$ cat config.mk
export PLATFORM = sky130hd
export DESIGN_NAME = shiftreg_buttons
export DESIGN_NICKNAME = d
export VERILOG_FILES = /design/src/rtl/shiftreg_pkg.sv /design/src/rtl/shiftreg_debounce.sv /design/src/rtl/shiftreg_buttons.sv
export SDC_FILE = /design/constraint.sdc
export NUM_CORES = 1
export LEC_CHECK = 0
export CELL_PAD_IN_SITES_DETAIL_PLACEMENT = 2
export CELL_PAD_IN_SITES_GLOBAL_PLACEMENT = 2
export CORE_MARGIN = 8
export CORE_UTILIZATION = 42
export CTS_CLUSTER_SIZE = 40
export DETAILED_ROUTE_END_ITERATION = 6
export DONT_BUFFER_PORTS = 1
export PLACE_DENSITY_LB_ADDON = 0.1
export SYNTH_ARGS = -nofsm -noshare
export SYNTH_HDL_FRONTEND = slang
export SYNTH_SLANG_ARGS = --single-unit
$ cat constraint.sdc
create_clock -name clk -period 2.6 [get_ports clk]
set_input_delay 0.13 -clock clk [delete_from_list [all_inputs] [get_ports clk]]
set_output_delay 0.13 -clock clk [all_outputs]
set_load 0.05 [all_outputs]
$ cat src/rtl/shiftreg_pkg.sv
// Shared types and register map for the pushbutton shift-register scanner.
package shiftreg_pkg;

  typedef enum logic [1:0] {
    LOAD,
    SHIFT,
    UPDATE
  } state_e;

  localparam logic [1:0] REG_BUTTONS = 2'd0;
  localparam logic [1:0] REG_RAW     = 2'd1;
  localparam logic [1:0] REG_CHANGED = 2'd2;
  localparam logic [1:0] REG_IRQEN   = 2'd3;

  localparam int DATA_W = 32;

endpackage

$ cat src/rtl/shiftreg_debounce.sv
// Per-bit scan-count debouncer: a bit toggles after DEBOUNCE_SCANS consecutive
// scans that disagree with it; update strobes once per completed scan.
module shiftreg_debounce
  import shiftreg_pkg::*;
#(
  parameter int NUM_BITS       = 16,
  parameter int DEBOUNCE_SCANS = 4
) (
  input  logic                clk,
  input  logic                reset_n,
  input  logic                update,
  input  logic [NUM_BITS-1:0] raw_next,
  output logic [NUM_BITS-1:0] buttons,
  output logic [NUM_BITS-1:0] change
);

  localparam int CW = $clog2(DEBOUNCE_SCANS + 1);
  localparam logic [CW-1:0] CNT_LAST = CW'(DEBOUNCE_SCANS - 1);

  logic [CW-1:0] cnt [NUM_BITS];

  // A bit flips on the scan that would bring its counter to DEBOUNCE_SCANS.
  always_comb begin
    change = '0;
    for (int i = 0; i < NUM_BITS; i++) begin
      change[i] = update && (raw_next[i] != buttons[i]) && (cnt[i] == CNT_LAST);
    end
  end

  always_ff @(posedge clk or negedge reset_n) begin
    if (!reset_n) begin
      buttons <= '0;
      for (int i = 0; i < NUM_BITS; i++) cnt[i] <= '0;
    end else if (update) begin
      for (int i = 0; i < NUM_BITS; i++) begin
        if (raw_next[i] == buttons[i]) begin
          cnt[i] <= '0;
        end else if (change[i]) begin
          cnt[i]     <= '0;
          buttons[i] <= ~buttons[i];
        end else begin
          cnt[i] <= cnt[i] + 1'b1;
        end
      end
    end
  end

endmodule

$ cat src/rtl/shiftreg_buttons.sv
// Pushbutton shift-register scanner with debounce and an Avalon-MM slave.
// Define SHIFTREG_IRQ_EN to add the irq port and the irq_enable register.
module shiftreg_buttons
  import shiftreg_pkg::*;
#(
  parameter int CLK_DIV        = 25,
  parameter int NUM_BITS       = 16,
  parameter int DEBOUNCE_SCANS = 4
) (
  input  logic              clk,
  input  logic              reset_n,
  input  logic              shiftreg_in,
  output logic              shiftreg_loadn,
  output logic              shiftreg_clk,
  input  logic [1:0]        address,
  input  logic              read,
  output logic [DATA_W-1:0] readdata,
  input  logic              write,
  input  logic [DATA_W-1:0] writedata
`ifdef SHIFTREG_IRQ_EN
  ,
  output logic              irq
`endif
);

  localparam int DW = $clog2(2 * CLK_DIV);
  localparam int BW = $clog2(NUM_BITS + 1);
  localparam logic [DW-1:0] DIV_HALF = DW'(CLK_DIV);
  localparam logic [DW-1:0] DIV_LAST = DW'(2 * CLK_DIV - 1);
  localparam logic [BW-1:0] BIT_LAST = BW'(NUM_BITS - 1);

  state_e              state, state_d;
  logic [DW-1:0]       div, div_d;
  logic [BW-1:0]       bit_idx, bit_d;
  logic                sample, update, in_bit;
  logic [NUM_BITS-1:0] scan, raw, changed, buttons, change, clr;
  logic [DATA_W-1:0]   rd_mux;
  logic                unused_wdata;

  assign in_bit       = ~shiftreg_in;
  assign unused_wdata = ^(writedata >> NUM_BITS);

  always_ff @(posedge clk or negedge reset_n) begin
    if (!reset_n) begin
      state   <= LOAD;
      div     <= '0;
      bit_idx <= '0;
    end else begin
      state   <= state_d;
      div     <= div_d;
      bit_idx <= bit_d;
    end
  end

  always_comb begin
    state_d = state;
    div_d   = div + 1'b1;
    bit_d   = bit_idx;
    sample  = 1'b0;
    update  = 1'b0;
    case (state)
      LOAD: begin
        if (div == DIV_LAST) begin
          div_d   = '0;
          bit_d   = '0;
          state_d = SHIFT;
        end
      end
      SHIFT: begin
        sample = (div == DIV_HALF);
        if (div == DIV_LAST) begin
          div_d = '0;
          if (bit_idx == BIT_LAST) state_d = UPDATE;
          else bit_d = bit_idx + 1'b1;
        end
      end
      UPDATE: begin
        update  = 1'b1;
        div_d   = '0;
        state_d = LOAD;
      end
      default: begin
        div_d   = '0;
        state_d = LOAD;
      end
    endcase
  end

  // Pins trail the FSM by one cycle, so the sample at div==CLK_DIV lands on
  // the last low cycle of shiftreg_clk, just before its rising edge.
  always_ff @(posedge clk or negedge reset_n) begin
    if (!reset_n) begin
      shiftreg_loadn <= 1'b1;
      shiftreg_clk   <= 1'b0;
      scan           <= '0;
      raw            <= '0;
      changed        <= '0;
    end else begin
      shiftreg_loadn <= !(state == LOAD && div < DIV_HALF);
      shiftreg_clk   <= (state == SHIFT && div >= DIV_HALF);
      if (sample) scan <= (scan << 1) | NUM_BITS'(in_bit);
      if (update) raw <= scan;
      changed <= (changed & ~clr) | change;
    end
  end

  shiftreg_debounce #(
    .NUM_BITS      (NUM_BITS),
    .DEBOUNCE_SCANS(DEBOUNCE_SCANS)
  ) u_debounce (
    .clk     (clk),
    .reset_n (reset_n),
    .update  (update),
    .raw_next(scan),
    .buttons (buttons),
    .change  (change)
  );

  assign clr = (write && address == REG_CHANGED) ? writedata[NUM_BITS-1:0] : '0;

`ifdef SHIFTREG_IRQ_EN
  logic [NUM_BITS-1:0] irq_enable;

  always_ff @(posedge clk or negedge reset_n) begin
    if (!reset_n) begin
      irq_enable <= '0;
      irq        <= 1'b0;
    end else begin
      if (write && address == REG_IRQEN) irq_enable <= writedata[NUM_BITS-1:0];
      irq <= |(changed & irq_enable);
    end
  end
`endif

  always_comb begin
    rd_mux = '0;
    case (address)
      REG_BUTTONS: rd_mux = DATA_W'(buttons);
      REG_RAW:     rd_mux = DATA_W'(raw);
      REG_CHANGED: rd_mux = DATA_W'(changed);
`ifdef SHIFTREG_IRQ_EN
      REG_IRQEN:   rd_mux = DATA_W'(irq_enable);
`else
      REG_IRQEN:   rd_mux = '0;
`endif
      default:     rd_mux = '0;
    endcase
  end

  always_ff @(posedge clk or negedge reset_n) begin
    if (!reset_n) readdata <= '0;
    else if (read) readdata <= rd_mux;
  end

endmodule

==> flow_metrics.py <==
metrics = {
    "clocking": {
        "cts_post_setup_buffers_inserted": 0,
        "cts_repair_resize_count": 0,
        "cts_bufs_inserted": 17,
        "cts_max_level": 4,
        "clock_sinks": 143,
        "clock_pin_slew_reported_for_the_worst_setup_and_hold_paths_after_clock_tree_synthesis_ps": 60,
        "cts.hold.buffers_added": 21,
        "clk_path_buf_depth": 2,
        "root_buffer": "clkbuf_16",
        "tritoncts": "built",
        "clock_latency_ps": 430,
    },
    "place": {
        "gp_congestion": 0.717,
        "post_place_setup_slack_ps": 622,
        "hpwlAfterDp_um": 10400,
        "place.port_buffers": 0,
    },
    "global_routing": {
        "antenna_found_initial": 0,
        "wire_length_of_the_first_global_routing_pass_um": 28600,
        "globalRouteOverflowTotal": 0,
        "via_count_of_the_first_global_routing_pass": 5387,
        "grt_start_max_net_pins": 144,
        "globalRouteTotalUtil": 0.183,
    },
    "final_layout": {
        "antenna_cells": 0,
        "mostFrequentLayoutCells": "dfrtp_1 (142), nand2_1 (91), nor2_1 (41)",
        "n_fill_cell": 1590,
        "most_common_library_cell_in_the_layout_ignoring_fill_and_taps": "dfrtp_1",
        "area_delta_synth_final_pct": 15.0,
        "drive_gt1_frac": 0.117,
        "num-nets-final": 698,
    },
    "timing": {
        "timing.final.crit_share": 0.764,
        "setup_slack_ps": 614,
        "fin_worst_hold_slack_ps": -600,
        "maxClockFrequency_mhz": 503,
        "finalSetupViolCount": 0,
        "transition_time_at_the_pin_with_the_least_slew_margin_ps": 693,
        "finalHoldViolations": 143,
        "skew_ps": 9.37,
        "rsz0062_at_grt": "no",
        "fin_crit_ps": 1990,
        "report.final.slew_viol_count": 0,
        "timing.slew.headroom": 0.538,
        "totalNegativeSetupSlack_ps": 0,
    },
    "pwr": {
        "p_comb_frac": 0.029,
        "seqPwrFrac": 0.481,
        "power_leakage_nw": 3.74,
        "swShare": 0.223,
        "switchingPower_mw": 1.08,
        "total_power_mw": 4.83,
        "ir_drop_mv": 0.528,
        "power_per_cell_area_nw_per_um2": 634,
        "power.internal_mw": 3.75,
        "clkPwrFrac": 0.489,
    },
    "logic_synthesis": {
        "postSynth.asyncResetShare": 1.00,
        "synth.yosys.seq_area_share": 0.540,
        "synth_edf_count": 0,
        "netlist_instances": 616,
        "mappedNetlistArea_um2": 6630,
        "ys.flop_type": "dfrtp_1",
        "ys_seq_elements": 143,
        "yosysWarningCount": 0,
        "synth_cell_types": 47,
        "synth.avg_cell_area_um2": 10.8,
    },
    "worst_setup_path": {
        "crit_arrival_ps": 2290,
        "timing.critical_path.from_type": "register",
        "required_ps": 2910,
        "critPathKind": "reg2reg",
        "crit_fanout": 16,
        "timing.critical_path.to_type": "register",
    },
    "die": {
        "core_area_um2": 15700,
        "design.die.area_um2": 20100,
        "die_height_um": 142,
        "die_x_um": 142,
        "design.portCount": 73,
        "rows": 46,
        "initial_core_util": 0.423,
    },
    "drt": {
        "average_vias_per_placed_instance": 5.32,
        "met3_length_um": 524,
        "wirelength_um": 16800,
        "dr_total_vias": 4605,
        "drtPass1Iterations": 4,
        "wl_met2_um": 8650,
        "highest_layer": "met4",
        "route.detailed.wl_per_inst_um": 19.4,
        "post-route-drc-count": 0,
        "drt.antenna.violating_nets": 0,
        "wl_met1_um": 7300,
        "drt_iter0_drcs": 176,
    },
    "run": {
        "maxCapViolCount": 0,
    },
    "min_path": {
        "worstHoldPathType": "in2async",
    },
    "outcome": {
        "outcome": "finished, violations left",
        "violations": "hold timing",
    },
}
Yosys cell counts, types with 2 or more instances:
master     instances  area share
a21bo_2            2      0.0030
a21boi_0           9       0.010
a21o_1             6      0.0068
a21oi_1           21       0.016
a22o_1            19       0.025
a2bb2oi_1         16       0.021
and2_1             6      0.0057
and3_1             2      0.0019
buf_1              3      0.0017
buf_2              5      0.0038
buf_4             16       0.018
clkbuf_1          19       0.011
dfrtp_1          142        0.54
ha_1              21       0.040
inv_1              9      0.0051
mux2_2            24       0.041
mux2i_1           17       0.026
nand2_1           91       0.052
nand2b_1          22       0.021
nand3_1           20       0.015
nand3b_1           2      0.0023
nand4b_1           2      0.0026
nor2_1            41       0.023
nor2b_1           12       0.011
nor3_1             3      0.0023
nor3b_1            6      0.0068
o21ai_0           34       0.026
o221ai_1           2      0.0026
or3_1              2      0.0019
xnor2_1            8       0.011
xor2_1            18       0.024
per-stage QoR:
step / hold slack (ps) / std cells / util / instance area (um2)
final: -600 / 866 / 0.487 / 7620
after global routing: -619 / 866 / 0.487 / 7620
after CTS: -620 / 866 / 0.487 / 7620
after detailed placement: -160 / 814 / 0.436 / 6830
after global placement: -160 / 814 / 0.436 / 6830
after floorplan: -166 / 631 / - / 6680
per-layer routing:
layer	track usage	vias up
li1	-	2123
met1	0.213	2396
met2	0.320	64
met3	0.0400	22
met4	0.0741	0
met5	0	-
layout make-up:
| type | count | area, um2 | area share |
|---|---|---|---|
| clock buffers | 25 | 515 | 0.0677 |
| clock inverters | 6 | 55.1 | 0.00723 |
| inverters | 9 | 33.8 | 0.00443 |
| multi-input cells | 435 | 2840 | 0.372 |
| flip-flops and latches | 143 | 3580 | 0.470 |
| well taps | 216 | 270 | 0.0355 |
| repair buffers | 32 | 328 | 0.0430 |
state kept, by name, summed over array words and instances (netlist names):
register            count
u_debounce.buttons     16
scan                   16
state                   2
div                     6
u_debounce.cnt         48
changed                16
readdata               16
shiftreg_clk            1
shiftreg_loadn          1
raw                    16
bit_idx                 5
power groups by stage:
stage               combinational, mW  sequential (mW)  clock (mW)
CTS                             0.140             2.32        2.43
finish                          0.142             2.32        2.36
global route                    0.152             2.32        2.51
floorplan                       0.121             2.36           0
detailed placement             0.0991             2.36           0
global placement               0.0973             2.36           0
critical path, cell delays in order (launching register included):
cell      delay [ps]
dfrtp_1          400
inv_1            100
ha_1             230
nand3b_4         150
nor4b_4          270
buf_4            320
mux2_2           390
worst paths after layout:
| kind | start | end | slack (ps) | depth (start not counted) |
|---|---|---|---|---|
| max in group asynchronous | reset_n | shiftreg_loadn | 2910 | 0 |
| max reg2reg | div[1] | scan[6] | 610 | 6 |
| min | reset_n | changed[6] | -600 | 0 |
| min in group clk | address[0] | readdata[5] | 30 | 2 |
| max | div[1] | scan[6] | 610 | 6 |
| min reg2reg | changed[3] | changed[3] | 480 | 1 |
logic make-up after synthesis:
family | after synthesis | share of synthesized area
flops | 143 | 0.540
buf+inv | 53 | 0.0412
compound gates | 115 | 0.119
xor+xnor | 26 | 0.0344
other cells | 1 | 0.000566
simple gates | 216 | 0.159
mux | 41 | 0.0665
fa+ha+maj | 21 | 0.0397
No activity file was read; power rests on OpenSTA's default activity.
